### src/rtl/shot_sequencer_if.sv
// Board store port between shot_sequencer (master) and the 10x10 cell memory (slave).
// Reads have one cycle of latency; writes are single-cycle strobes.
interface shot_sequencer_if;
    logic [6:0] rd_addr;
    logic [1:0] rd_data;
    logic       wr_en;
    logic [6:0] wr_addr;
    logic [1:0] wr_data;

    modport master (
        output rd_addr,
        input  rd_data,
        output wr_en,
        output wr_addr,
        output wr_data
    );

    modport slave (
        input  rd_addr,
        output rd_data,
        input  wr_en,
        input  wr_addr,
        input  wr_data
    );
endinterface

### src/rtl/shot_sequencer.sv
// Debounces the fire button and runs one read-modify-write per shot, committing the
// write only during vertical blanking; owns the turn/hit counters and sticky win/lose.
module shot_sequencer #(
    parameter int ROWS            = 10,
    parameter int COLS            = 10,
    parameter int TURNS           = 20,
    parameter int SHIP_CELLS      = 17,
    parameter int DEBOUNCE_CYCLES = 1000000
) (
    input  logic                    clk,
    input  logic                    reset,
    input  logic                    btn_c,
    input  logic [3:0]              cur_row,
    input  logic [3:0]              cur_col,
    input  logic                    vblank,
    shot_sequencer_if.master        bus,
    output logic [4:0]              turns_left,
    output logic [4:0]              hits,
    output logic                    win,
    output logic                    lose,
    output logic                    busy
);
    localparam int                 CNT_W    = (DEBOUNCE_CYCLES > 1) ? $clog2(DEBOUNCE_CYCLES) : 1;
    localparam logic [CNT_W-1:0]   CNT_MAX  = CNT_W'(DEBOUNCE_CYCLES - 1);
    localparam logic [3:0]         ROWS_L   = 4'(ROWS);
    localparam logic [3:0]         COLS_L   = 4'(COLS);
    localparam logic [4:0]         TURNS_L  = 5'(TURNS);
    localparam logic [4:0]         HITS_WIN = 5'(SHIP_CELLS);

    typedef enum logic [2:0] {
        ST_IDLE    = 3'd0,
        ST_READ    = 3'd1,
        ST_CHECK   = 3'd2,
        ST_WAIT_VB = 3'd3,
        ST_WRITE   = 3'd4
    } state_e;

    logic             sync1_q, sync2_q, db_q, db_prev_q;
    logic [CNT_W-1:0] cnt_q;
    logic             fire_s;
    logic             in_range_s;
    logic [6:0]       shot_addr_s;

    state_e     state_q,   state_d;
    logic [6:0] rd_addr_q, rd_addr_d;
    logic [6:0] wr_addr_q, wr_addr_d;
    logic [1:0] wr_data_q, wr_data_d;
    logic       wr_en_q,   wr_en_d;
    logic [4:0] turns_q,   turns_d;
    logic [4:0] hits_q,    hits_d;
    logic       win_q,     win_d;
    logic       lose_q,    lose_d;
    logic       busy_q;

    // Two-flop synchroniser followed by a stable-level debounce counter
    always_ff @(posedge clk) begin
        if (reset) begin
            sync1_q   <= 1'b0;
            sync2_q   <= 1'b0;
            db_q      <= 1'b0;
            db_prev_q <= 1'b0;
            cnt_q     <= '0;
        end else begin
            sync1_q   <= btn_c;
            sync2_q   <= sync1_q;
            db_prev_q <= db_q;
            if (sync2_q == db_q) begin
                cnt_q <= '0;
            end else if (cnt_q == CNT_MAX) begin
                db_q  <= sync2_q;
                cnt_q <= '0;
            end else begin
                cnt_q <= cnt_q + CNT_W'(1);
            end
        end
    end

    assign fire_s      = db_q & ~db_prev_q;
    assign in_range_s  = (cur_row < ROWS_L) && (cur_col < COLS_L);
    assign shot_addr_s = 7'(cur_row) * 7'(COLS) + 7'(cur_col);

    // Shot sequencing: next state, board port and score updates
    always_comb begin
        state_d   = state_q;
        rd_addr_d = rd_addr_q;
        wr_addr_d = wr_addr_q;
        wr_data_d = wr_data_q;
        wr_en_d   = 1'b0;
        turns_d   = turns_q;
        hits_d    = hits_q;
        win_d     = win_q;
        lose_d    = lose_q;
        case (state_q)
            ST_IDLE: begin
                if (fire_s && !win_q && !lose_q && in_range_s) begin
                    rd_addr_d = shot_addr_s;
                    state_d   = ST_READ;
                end else begin
                    state_d   = ST_IDLE;
                end
            end
            ST_READ: begin
                state_d = ST_CHECK;
            end
            ST_CHECK: begin
                // Codes 10/11 mean the cell was already shot: the press costs nothing
                if (bus.rd_data[1]) begin
                    state_d   = ST_IDLE;
                end else begin
                    wr_data_d = {1'b1, bus.rd_data[0]};
                    wr_addr_d = rd_addr_q;
                    state_d   = ST_WAIT_VB;
                end
            end
            ST_WAIT_VB: begin
                if (vblank) begin
                    wr_en_d = 1'b1;
                    state_d = ST_WRITE;
                end else begin
                    state_d = ST_WAIT_VB;
                end
            end
            ST_WRITE: begin
                turns_d = turns_q - 5'd1;
                hits_d  = hits_q + {4'd0, wr_data_q[0]};
                win_d   = (hits_d == HITS_WIN);
                lose_d  = (turns_d == 5'd0) && (hits_d != HITS_WIN);
                state_d = ST_IDLE;
            end
            default: begin
                state_d = ST_IDLE;
            end
        endcase
    end

    // State and output registers
    always_ff @(posedge clk) begin
        if (reset) begin
            state_q   <= ST_IDLE;
            rd_addr_q <= 7'd0;
            wr_addr_q <= 7'd0;
            wr_data_q <= 2'd0;
            wr_en_q   <= 1'b0;
            turns_q   <= TURNS_L;
            hits_q    <= 5'd0;
            win_q     <= 1'b0;
            lose_q    <= 1'b0;
            busy_q    <= 1'b0;
        end else begin
            state_q   <= state_d;
            rd_addr_q <= rd_addr_d;
            wr_addr_q <= wr_addr_d;
            wr_data_q <= wr_data_d;
            wr_en_q   <= wr_en_d;
            turns_q   <= turns_d;
            hits_q    <= hits_d;
            win_q     <= win_d;
            lose_q    <= lose_d;
            busy_q    <= (state_d != ST_IDLE);
        end
    end

    assign bus.rd_addr = rd_addr_q;
    assign bus.wr_addr = wr_addr_q;
    assign bus.wr_data = wr_data_q;
    assign bus.wr_en   = wr_en_q;
    assign turns_left  = turns_q;
    assign hits        = hits_q;
    assign win         = win_q;
    assign lose        = lose_q;
    assign busy        = busy_q;
endmodule

### src/flat_wrapper.sv
// flat-port wrapper written by rule: the top's interface ports become plain ports
module shot_sequencer_flat 
#(
    parameter int ROWS            = 10,
    parameter int COLS            = 10,
    parameter int TURNS           = 20,
    parameter int SHIP_CELLS      = 17,
    parameter int DEBOUNCE_CYCLES = 1000000
)
  (clk, reset, btn_c, cur_row, cur_col, vblank, turns_left, hits, win, lose, busy, bus_rd_addr, bus_rd_data, bus_wr_en, bus_wr_addr, bus_wr_data);
  shot_sequencer_if bus_i ();
  input  logic clk;
  input  logic reset;
  input  logic btn_c;
  input  logic [3:0] cur_row;
  input  logic [3:0] cur_col;
  input  logic vblank;
  output logic [4:0] turns_left;
  output logic [4:0] hits;
  output logic win;
  output logic lose;
  output logic busy;
  output wire logic [$bits(bus_i.rd_addr)-1:0] bus_rd_addr;
  input wire logic [$bits(bus_i.rd_data)-1:0] bus_rd_data;
  output wire logic [$bits(bus_i.wr_en)-1:0] bus_wr_en;
  output wire logic [$bits(bus_i.wr_addr)-1:0] bus_wr_addr;
  output wire logic [$bits(bus_i.wr_data)-1:0] bus_wr_data;
  assign bus_rd_addr = bus_i.rd_addr;
  assign bus_i.rd_data = bus_rd_data;
  assign bus_wr_en = bus_i.wr_en;
  assign bus_wr_addr = bus_i.wr_addr;
  assign bus_wr_data = bus_i.wr_data;
  shot_sequencer #(.ROWS(ROWS), .COLS(COLS), .TURNS(TURNS), .SHIP_CELLS(SHIP_CELLS), .DEBOUNCE_CYCLES(DEBOUNCE_CYCLES)) u_core (.clk(clk), .reset(reset), .btn_c(btn_c), .cur_row(cur_row), .cur_col(cur_col), .vblank(vblank), .bus(bus_i), .turns_left(turns_left), .hits(hits), .win(win), .lose(lose), .busy(busy));
endmodule
### config.mk
export PLATFORM = sky130hd
export DESIGN_NAME = shot_sequencer_flat
export DESIGN_NICKNAME = d
export VERILOG_FILES = /design/src/rtl/shot_sequencer_if.sv /design/src/rtl/shot_sequencer.sv /design/src/flat_wrapper.sv
export SDC_FILE = /design/constraint.sdc
export NUM_CORES = 1
export LEC_CHECK = 0
export BUFFER_PORTS_ARGS = -buffer_cell sky130_fd_sc_hd__buf_4
export CORE_MARGIN = 4
export CORE_UTILIZATION = 40
export CTS_CLUSTER_DIAMETER = 60
export DETAILED_ROUTE_END_ITERATION = 8
export SYNTH_ARGS = -nofsm -noshare
export SYNTH_HDL_FRONTEND = slang
export SYNTH_SLANG_ARGS = --single-unit
### constraint.sdc
create_clock -name clk -period 2.2 [get_ports clk]
set_input_delay 0.33 -clock clk [delete_from_list [all_inputs] [get_ports clk]]
set_output_delay 0.33 -clock clk [all_outputs]
set_load 0.005 [all_outputs]
==> reports/summary.md, run 1 <==
### Critical path
• input port — startpoint class of the critical path
• u_core.cnt_q[14] — startpoint of the most critical register-to-register path
• sky130_fd_sc_hd__or4b_4 — Slowest cell on crit path
• adder cells — kind of cell adding the most delay to the critical path
• sky130_fd_sc_hd__ha_1 — cell with the most instances on the worst path
• 2.23 ns — Critical Path AT
• 0.49 ns — largest incremental delay on the critical path
• 9 — Worst path depth
• 2.40 ns — required time of the critical path
• buf_4, ha_1, ha_1, inv_1, fa_1, or4b_4, xnor2_1, mux2i_1, nor2_1 — cells traversed along the worst timing path
• register — Critical Path End Type
• 6 — depth of the worst register-to-register path
• 2 — worst-path maximum fanout
• u_core.cnt_q[14] — Reg-to-Reg End
• 0.60 ns — Register-to-Register Setup Slack
• 2 — worst path bufs/invs
• in -> reg — worst setup path category

### Yosys
• 312 — Post-Syn Nets
• 285 — Cells after Synth
• 0 — Post-synth EDFFs
• 0.00259 sq mm — Post-Synthesis Cell Area
• sky130_fd_sc_hd__dfxtp_1 — Most used DFF post-synth
• 0.440 — register area share after synthesis
• 0 — synthesis warning total
• 0 — async set or reset register ratio after synthesis
• 9.11 sq um — Avg Synthesized Cell Area
• 44 — Cell variety after synth
• 57 — flop and latch count out of synthesis

### Die
• 0.411 — starting density of the core
• 29 — floorplan row count
• 44 — Top Ports
• 88.5 um — height of the die
• 88.5 um — floorplan die width
• 0.00784 sq mm — die area
• 0.00631 sq mm — area of the core

### Drt
• 0 — Remaining DRCs
• 12.0 um — post-detailed-route wirelength per cell
• 4.83 — vias per std cell
• 73 — DRT iter0 DRCs
• 5040 um — total length of routed wires
• 2028 — Vias
• 4 — Detailed Routing Iterations Pass 1
• 0 — Routed Antenna Nets

### Hold path
• in -> reg — kind of path behind the tightest hold check
• 2 — number of cells on the worst hold path
• btn_c — start point of the worst hold path
• u_core.sync1_q — endpoint with the worst hold slack

### Final layout
• 23.8% — area grow syn2layout
• 0 — diode count
• sky130_fd_sc_hd__dfxtp_1 — commonest non-fill, non-tap cell in the layout
• 420 — number of standard cells in the layout, taps in and fillers out
• 57 x sky130_fd_sc_hd__dfxtp_1, 52 x sky130_fd_sc_hd__buf_4, 40 x sky130_fd_sc_hd__nor2_1, 32 x sky130_fd_sc_hd__nand2_1, 24 x sky130_fd_sc_hd__xor2_1 — commonest non-fill, non-tap cells in the layout
• 0.222 — proportion of layout cells with a drive suffix above 1
• 365 — number of nets in the layout

### GRT
• 0.0493 — fraction of met3 tracks used by global routing
• 0.145 — global routing usage summed across all routing layers
• 0 — number of antenna violations at the first check in global routing
• met2 — global-route layer with the greatest usage
• 0 — final global-route overflow total
• 1950 — vias in the first global route
• 39 — largest net degree at the start of global routing
• 8740 um — first-pass GRT wire length
• 0.188 — GR Layer Usage met1
• 0.215 — met2 layer usage reported by global route

### CTS
• 9 — number of buffers added by the clock tree synthesis step
• 57 — clock net sink count
• sky130_fd_sc_hd__clkbuf_8 — CTS root buf
• 0 — Post-CTS Repair Setup Buffers
• 3 — H-Tree Depth
• 0 — quantity of gates resized following cts
• 2 — buffers from clock root to sink, at most
• built — clock tree from TritonCTS
• 0.06 ns — clock-pin slew on the worst setup and hold paths
• 0 — Post-CTS Hold Buffers
• 0.33 ns — clock latency on the worst-skew pair

### Placed design
• 43 — Port Buffer Count
• 3630 um — estimated wirelength of the detail-placed design
• 404 — number of placed cells counting well taps
• 0.762 — Final Wtd Congestion

### STA
• 0.613 — headroom to the max-slew limit
• 0 — Final Hold Viols
• 0 — total count of max-transition violations in the final report
• 0.577 ns — actual slew at the worst max-slew pin
• 0 ns — final total negative setup slack
• 0.00767 ns — clock skew after layout
• 2.03 ns — min cycle time layout
• 0.924 — post-route fraction of the period consumed by the critical path
• no — unrepaired setup endpoints after global routing
• 492 MHz — upper clock frequency limit
• 0 — setup-violating endpoint count in the final report
• 0.229 ns — post-route worst hold slack

### Pwr
• 641 mW/mm^2 — power density over the cells
• 0.313 mV — Max VDD drop
• 1.30 nW — static power due to leakage

### Run
• 0 — number of max-cap violations

### Status
• complete, no violations — status

-- power breakdown --
part           total [W]  switching [W]  internal (W)
Clock           0.000906       0.000408      0.000498
Combinational   0.000117      0.0000563     0.0000610
Sequential       0.00104     0.00000113       0.00103
Total            0.00206       0.000465       0.00159
-- layer usage --
metal	up-vias	part of all wire
li1	1067	-
met1	925	0.48
met3	5	0.042
met5	-	0
met2	31	0.46
met4	0	0.014
-- sequential cells by signal (all words and copies together), names as in the netlist, 2 cells and up --
signal,count
u_core.bus.rd_addr,7
u_core.bus.wr_addr,7
u_core.bus.wr_data,2
u_core.cnt_q,20
u_core.hits,5
u_core.state_q,3
u_core.turns_left,5
-- stage by stage --
stage | utilization | setup WS (ns) | area [sq um] | total power, W
floorplan | - | 0.00658 | 2600 | 0.00113
global placement | 0.479 | -0.129 | 3020 | 0.00117
detailed placement | 0.479 | -0.186 | 3020 | 0.00118
CTS | 0.509 | 0.173 | 3210 | 0.00209
global route | 0.509 | 0.0518 | 3210 | 0.00216
finish | 0.509 | 0.168 | 3210 | 0.00206
-- final cells by class --
cell class / count / area [sq um]
inverter: 9 / 33.8
clock buffer: 12 / 165
multi-input combinational: 209 / 1360
tap: 77 / 96.3
clock inverter: 4 / 26.3
timing repair buffer: 52 / 390
sequential: 57 / 1140
fill: 613 / 3100
-- cells in the mapped netlist (all sizes together) (2+ instances only) --
cell / number / area share
a211oi: 2 / 0.0058
a21oi: 18 / 0.035
and4: 3 / 0.011
buf: 4 / 0.016
clkbuf: 6 / 0.0087
dfxtp: 57 / 0.44
fa: 2 / 0.015
ha: 11 / 0.053
inv: 9 / 0.013
mux2i: 6 / 0.023
nand2: 32 / 0.046
nand2b: 6 / 0.014
nand3: 11 / 0.021
nand3b: 2 / 0.0058
nand4: 6 / 0.020
nor2: 40 / 0.058
nor2b: 4 / 0.0096
nor3: 9 / 0.021
nor4: 2 / 0.011
nor4b: 2 / 0.0068
o21ai: 3 / 0.0058
or2: 3 / 0.0072
or3: 2 / 0.0048
xnor2: 9 / 0.030
xor2: 24 / 0.081
-- cell families (layout without fill, tap and decap cells) --
family	Yosys count	in the layout	synth area share
flops	57	57	0.440
mux	6	6	0.0231
simple gates	128	128	0.256
xor+xnor	33	33	0.111
compound gates	29	29	0.0641
fa+ha+maj	13	13	0.0685
buf+inv	19	77	0.0376
-- how the worst max path moves through the flow --
stage                     from                     to  slack (ns)
global route        cur_row[1]  u_core.bus.rd_addr[6]        0.05
global placement    cur_row[1]  u_core.bus.rd_addr[6]       -0.13
finish              cur_row[1]  u_core.bus.rd_addr[6]        0.17
CTS                 cur_row[1]  u_core.bus.rd_addr[6]        0.17
detailed placement  cur_row[1]  u_core.bus.rd_addr[6]       -0.19
floorplan           cur_row[1]  u_core.bus.rd_addr[6]       0.007
No activity file was read; power rests on OpenSTA's default activity.
==> run 2, diff against run 1 <==
Settings changed: SETUP_SLACK_MARGIN set to 0.4.
==> run 2 against run 1 <==
- critical endpoint unchanged
- clock power increased by 31%
- cell area rose by 2.5%
- critical path type unchanged
- critical path depth unchanged
==> reports/summary.md, run 2 (synthesis results as in run 1) <==
### Critical path
• 2.41 ns — required time of the critical path, about the same
• 2 — worst-path maximum fanout, unchanged
• in -> reg — worst setup path category
• 0.59 ns — Register-to-Register Setup Slack, about the same
• u_core.cnt_q[14] — startpoint of the most critical register-to-register path
• 2.16 ns — Critical Path AT, -0.07 ns
• 6 — depth of the worst register-to-register path, unchanged
• register — Critical Path End Type
• input port — startpoint class of the critical path
• u_core.cnt_q[5] — Reg-to-Reg End

### CTS
• 0 — Post-CTS Hold Buffers, unchanged
• 9 — number of buffers added by the clock tree synthesis step, unchanged
• built — clock tree from TritonCTS
• 2 — buffers from clock root to sink, at most, unchanged
• 0.06 ns — clock-pin slew on the worst setup and hold paths, about the same
• sky130_fd_sc_hd__clkbuf_8 — CTS root buf
• 3 — H-Tree Depth, unchanged
• 57 — clock net sink count, unchanged
• 0.34 ns — clock latency on the worst-skew pair, about the same

### STA
• 0 — setup-violating endpoint count in the final report, unchanged
• 0.604 — headroom to the max-slew limit, -0.00965
• 0 — Final Hold Viols, unchanged
• 1.95 ns — min cycle time layout, -0.0800 ns
• 0.248 ns — minimum setup slack in the final design, +0.0800 ns
• 0.00833 ns — clock skew after layout, +0.000660 ns
• yes — unrepaired setup endpoints after global routing
• 0 ns — final total negative setup slack, unchanged
• 0.591 ns — actual slew at the worst max-slew pin, +0.0144 ns
• 512 MHz — upper clock frequency limit, +4.1%
• 0.887 — post-route fraction of the period consumed by the critical path, -0.0364
• 0 — total count of max-transition violations in the final report, unchanged

### Hold path
• u_core.sync1_q — endpoint with the worst hold slack
• in -> reg — kind of path behind the tightest hold check
• btn_c — start point of the worst hold path
• 2 — number of cells on the worst hold path, unchanged

### Final layout
• 0.00329 sq mm — Finished Cell Area, +2.5%
• sky130_fd_sc_hd__dfxtp_1 — commonest non-fill, non-tap cell in the layout
• 57 x sky130_fd_sc_hd__dfxtp_1, 50 x sky130_fd_sc_hd__buf_4, 40 x sky130_fd_sc_hd__nor2_1, 32 x sky130_fd_sc_hd__nand2_1, 24 x sky130_fd_sc_hd__xor2_1 — commonest non-fill, non-tap cells in the layout
• 621 — Fill cells, +1.3%
• 0.00139 sq mm — multi-input combinational cell area, +2.3%
• 0 — diode count, unchanged
• 419 — number of standard cells in the layout, taps in and fillers out, -0.24%
• 0.228 — proportion of layout cells with a drive suffix above 1, +0.00650
• 0.00114 sq mm — flip-flop and latch area, unchanged
• u_core.cnt_q — largest register by flop count
• 20 — max FFs per register, unchanged
• 26.9% — area grow syn2layout
• 364 — number of nets in the layout, -0.27%

### Pwr
• 1.32 nW — static power due to leakage, +1.4%
• 716 mW/mm^2 — power density over the cells, +12%
• 0.391 mV — Max VDD drop, +25%

### Drt
• 4 — Detailed Routing Iterations Pass 1, unchanged
• 0 — Routed Antenna Nets, unchanged
• 4.87 — vias per std cell, +0.93%
• 75 — DRT iter0 DRCs, +2.7%
• 2042 — Vias, +0.69%
• 5240 um — total length of routed wires, +4.0%
• 0 — Remaining DRCs, unchanged
• 12.5 um — post-detailed-route wirelength per cell, +4.2%

### Placed design
• -0.0802 ns — setup slack after placement, +0.106 ns
• 402 — number of placed cells counting well taps, -0.50%
• 3690 um — estimated wirelength of the detail-placed design, +1.6%
• 0.782 — Final Wtd Congestion, +2.6%
• 0.00303 sq mm — dpl cell area, +0.33%
• 43 — Port Buffer Count, unchanged

### GRT
• 8660 um — first-pass GRT wire length, -0.87%
• 0.145 — global routing usage summed across all routing layers, +0.000249
• 0 — final global-route overflow total, unchanged
• 0 — number of antenna violations at the first check in global routing, unchanged
• 1919 — vias in the first global route, -1.6%
• 39 — largest net degree at the start of global routing, unchanged

### Die
• 29 — floorplan row count, unchanged
• 0.411 — starting density of the core, unchanged
• 88.5 um — height of the die, unchanged
• 44 — Top Ports, unchanged
• 88.5 um — floorplan die width, unchanged
• 0.00631 sq mm — area of the core, unchanged
• 0.00784 sq mm — die area, unchanged

### Run
• 0 — number of max-cap violations, unchanged

### Status
• complete, no violations — status

==> run 2: cell count changes in the layout (fill, tap and decap cells not counted), moves of 2 or more <==
cell / previous run / this run
sky130_fd_sc_hd__clkbuf_8: 12 / 10
sky130_fd_sc_hd__bufinv_16: 0 / 3
sky130_fd_sc_hd__ha_1: 11 / 9
sky130_fd_sc_hd__ha_4: 0 / 2
sky130_fd_sc_hd__buf_4: 52 / 50
==> run 2: worst max-delay path by stage <==
stage | start | slack, ns | end
after CTS | cur_row[3] | 0.27 | u_core.bus.rd_addr[6]
after floorplan | cur_row[3] | 0.11 | u_core.bus.rd_addr[6]
after detailed placement | cur_row[3] | -0.08 | u_core.bus.rd_addr[6]
after global placement | cur_row[3] | -0.03 | u_core.bus.rd_addr[6]
after global routing | cur_row[1] | 0.19 | u_core.bus.rd_addr[6]
final | cur_row[3] | 0.25 | u_core.bus.rd_addr[6]
==> run 2: per-stage QoR <==
step           hold slack (ns)  total power (W)  utilization
5_1_grt                  0.215          0.00246        0.522
6_report                 0.209          0.00236        0.522
3_3_place_gp             0.434          0.00118        0.480
3_5_place_dp             0.440          0.00118        0.480
2_1_floorplan            0.414          0.00114            -
4_1_cts                  0.193          0.00239        0.520
==> run 2: area by class of cell <==
class | instances | share of cell area
Sequential cell | 57 | 0.347
Clock buffer | 11 | 0.0429
Multi-Input combinational cell | 209 | 0.422
Clock inverter | 5 | 0.0312
Inverter | 9 | 0.0103
Tap cell | 77 | 0.0293
Timing Repair Buffer | 51 | 0.117
==> run 2: what timing repair did <==
item	in CTS	in global routing
endpoints found under the setup margin	1	20
gates resized for setup	0	2
buffers inserted	1	0
pin swaps	1	0
==> run 2: routing by layer <==
metal  wire length [um]  track usage
met5                  0            0
met4                133       0.0948
met3                202       0.0317
met2               2530        0.223
met1               2370        0.182
==> run 2: critical path: stages <==
cell                      delay (ns)
sky130_fd_sc_hd__buf_4          0.12
sky130_fd_sc_hd__ha_4           0.26
sky130_fd_sc_hd__ha_4           0.12
sky130_fd_sc_hd__inv_2          0.03
sky130_fd_sc_hd__fa_1           0.45
sky130_fd_sc_hd__or4b_4         0.50
sky130_fd_sc_hd__xnor2_1        0.15
sky130_fd_sc_hd__mux2i_1        0.16
sky130_fd_sc_hd__nor2_1         0.05
==> run 2: where the power goes <==
group / switching (W) / internal [W]
logic: 0.0000609 / 0.0000682
registers: 0.00000112 / 0.00103
clock network: 0.000413 / 0.000782
==> run 3, diff against run 2 <==
Settings changed: CORE_ASPECT_RATIO set to 0.7, CORE_MARGIN 4 to 2.
==> run 3 against run 2 <==
- power down 16%
- fmax grew 2.7%
- register-to-register slack got worse by 0.02 ns
- combinational power hardly changed
- critical endpoint unchanged
- largest cell class unchanged
- largest power group is now registers
==> reports/summary.md, run 3 (synthesis results as in run 1) <==
### STA
• 0 — Final Hold Viols, unchanged
• yes — unrepaired setup endpoints after global routing
• 0.00953 ns — clock skew after layout, +0.00120 ns
• 0 — setup-violating endpoint count in the final report, unchanged
• 1.90 ns — min cycle time layout, -0.0509 ns
• 0.697 ns — actual slew at the worst max-slew pin, +0.106 ns
• 0.864 — post-route fraction of the period consumed by the critical path, -0.0231
• 0 — total count of max-transition violations in the final report, unchanged
• 526 MHz — upper clock frequency limit, +2.7%
• 0.533 — headroom to the max-slew limit, -0.0708

### GRT
• 0.162 — global routing usage summed across all routing layers, +0.0175
• 0 — number of antenna violations at the first check in global routing, unchanged
• 39 — largest net degree at the start of global routing, unchanged
• 1891 — vias in the first global route, -1.5%
• 0 — final global-route overflow total, unchanged
• 9140 um — first-pass GRT wire length, +5.5%

### Drt
• 4 — Detailed Routing Iterations Pass 1, unchanged
• 5430 um — total length of routed wires, +3.6%
• 12.9 um — post-detailed-route wirelength per cell, +3.2%
• 74 — DRT iter0 DRCs, -1.3%
• 2023 — Vias, -0.93%
• 0 — Remaining DRCs, unchanged
• 4.81 — vias per std cell, -1.4%
• 0 — Routed Antenna Nets, unchanged

### Critical path
• 6 — depth of the worst register-to-register path, unchanged
• input port — startpoint class of the critical path
• u_core.cnt_q[14] — startpoint of the most critical register-to-register path
• cur_row[3] — worst setup path startpoint
• 2.42 ns — required time of the critical path, about the same
• 2.12 ns — Critical Path AT, -0.04 ns
• register — Critical Path End Type
• 2 — worst-path maximum fanout, unchanged
• u_core.cnt_q[12] — Reg-to-Reg End
• 0.57 ns — Register-to-Register Setup Slack, -0.02 ns
• u_core.bus.rd_addr[6] — crit path capture
• in -> reg — worst setup path category

### Pwr
• 0.00198 W — overall power, -16%
• 0.066 — Combinational Power Share, +0.011
• 0.245 — switching share of total power, +0.0431
• 0.522 — fraction of power consumed by sequential logic, +0.083
• 1.29 nW — static power due to leakage, -2.2%
• 0.309 mV — Max VDD drop, -21%
• 0.000486 W — switching power, +2.1%
• 618 mW/mm^2 — power density over the cells, -14%
• 0.412 — proportion of power drawn by the clock network, -0.094
• 0.00150 W — cell internal power dissipation, -20%

### Placed design
• 404 — number of placed cells counting well taps, +0.50%
• 43 — Port Buffer Count, unchanged
• 3830 um — estimated wirelength of the detail-placed design, +3.7%
• 0.782 — Final Wtd Congestion, about the same
• 0.00304 sq mm — dpl cell area, +0.29%

### CTS
• 0.33 ns — clock latency on the worst-skew pair, about the same
• 57 — clock net sink count, unchanged
• 2 — buffers from clock root to sink, at most, unchanged
• 0 — quantity of gates resized following cts, unchanged
• 9 — number of buffers added by the clock tree synthesis step, unchanged
• 0.07 ns — clock-pin slew on the worst setup and hold paths, about the same
• 0 — Post-CTS Hold Buffers, unchanged
• built — clock tree from TritonCTS
• 3 — H-Tree Depth, unchanged
• sky130_fd_sc_hd__clkbuf_8 — CTS root buf

### Final layout
• 0 — diode count, unchanged
• 20 — max FFs per register, unchanged
• 421 — number of standard cells in the layout, taps in and fillers out, +0.48%
• 0.230 — proportion of layout cells with a drive suffix above 1, +0.00225
• 23.7% — area grow syn2layout
• 57 x sky130_fd_sc_hd__dfxtp_1, 52 x sky130_fd_sc_hd__buf_4, 40 x sky130_fd_sc_hd__nor2_1, 32 x sky130_fd_sc_hd__nand2_1, 24 x sky130_fd_sc_hd__xor2_1 — commonest non-fill, non-tap cells in the layout
• 365 — number of nets in the layout, +0.27%
• 0.00321 sq mm — Finished Cell Area, -2.5%
• u_core.cnt_q — largest register by flop count
• sky130_fd_sc_hd__dfxtp_1 — commonest non-fill, non-tap cell in the layout
• 0.514 — final design utilization, -0.00778

### Run
• 0 — number of max-cap violations, unchanged

### Hold path
• in -> reg — kind of path behind the tightest hold check
• btn_c — start point of the worst hold path

### Die
• 0.00625 sq mm — area of the core, -1.1%
• 24 — floorplan row count, -17%
• 0.00716 sq mm — die area, -8.7%
• 100 um — floorplan die width, +13%
• 71.4 um — height of the die, -19%
• 0.415 — starting density of the core, +0.00445
• 44 — Top Ports, unchanged

### Status
• complete, no violations — status

==> run 3: final cells by class <==
| type | instances | area [sq um] |
|---|---|---|
| clock inverters | 7 | 37.5 |
| fillers | 609 | 3040 |
| repair buffers | 52 | 390 |
| inverters | 9 | 33.8 |
| flip-flops and latches | 57 | 1140 |
| well taps | 78 | 97.6 |
| multi-input cells | 209 | 1390 |
| clock buffers | 9 | 124 |
==> run 3: power groups by stage <==
stage | Combinational, W | Clock [W] | Sequential, W
3_3_place_gp | 0.000126 | 0 | 0.00106
5_1_grt | 0.000145 | 0.000892 | 0.00103
3_5_place_dp | 0.000126 | 0 | 0.00106
4_1_cts | 0.000132 | 0.000849 | 0.00103
6_report | 0.000131 | 0.000818 | 0.00104
2_1_floorplan | 0.0000784 | 0 | 0.00106
==> run 3: how the worst min path moves through the flow <==
stage	endpoint	slack, ns	cells after the start
final	u_core.sync1_q	0.23	2
after global placement	u_core.sync2_q	0.43	1
after CTS	u_core.sync1_q	0.21	2
after global routing	u_core.bus.rd_addr[0]	0.22	3
after floorplan	u_core.sync2_q	0.41	1
after detailed placement	u_core.sync2_q	0.43	1
==> run 3: what timing repair did <==
| item | CTS | global route |
|---|---|---|
| buffers inserted | 1 | 0 |
| pin swaps | 1 | 0 |
| endpoints found under the setup margin | 1 | 1 |
==> run 3: critical path, stage by stage <==
cell,delay [ns]
sky130_fd_sc_hd__buf_4,0.12
sky130_fd_sc_hd__ha_4,0.27
sky130_fd_sc_hd__ha_4,0.12
sky130_fd_sc_hd__inv_2,0.03
sky130_fd_sc_hd__fa_1,0.46
sky130_fd_sc_hd__or4b_4,0.49
sky130_fd_sc_hd__xnor2_1,0.13
sky130_fd_sc_hd__mux2i_1,0.12
sky130_fd_sc_hd__nor2_1,0.05
==> run 3: routing by layer <==
| layer | share of wire | global-route usage | vias up |
|---|---|---|---|
| met1 | 0.54 | 0.239 | 917 |
| met5 | 0 | 0 | - |
| met3 | 0.051 | 0.0634 | 6 |
| met2 | 0.40 | 0.218 | 37 |
| met4 | 0.0085 | 0.0457 | 0 |
| li1 | - | - | 1063 |
==> run 3: metrics by stage <==
step                setup WS, ns  hold WS, ns  setup TNS [ns]
detailed placement       -0.0743        0.428         -0.0743
finish                     0.299        0.229               0
global placement         -0.0545        0.426         -0.0545
global route               0.258        0.220               0
CTS                        0.304        0.214               0
floorplan                  0.107        0.414               0
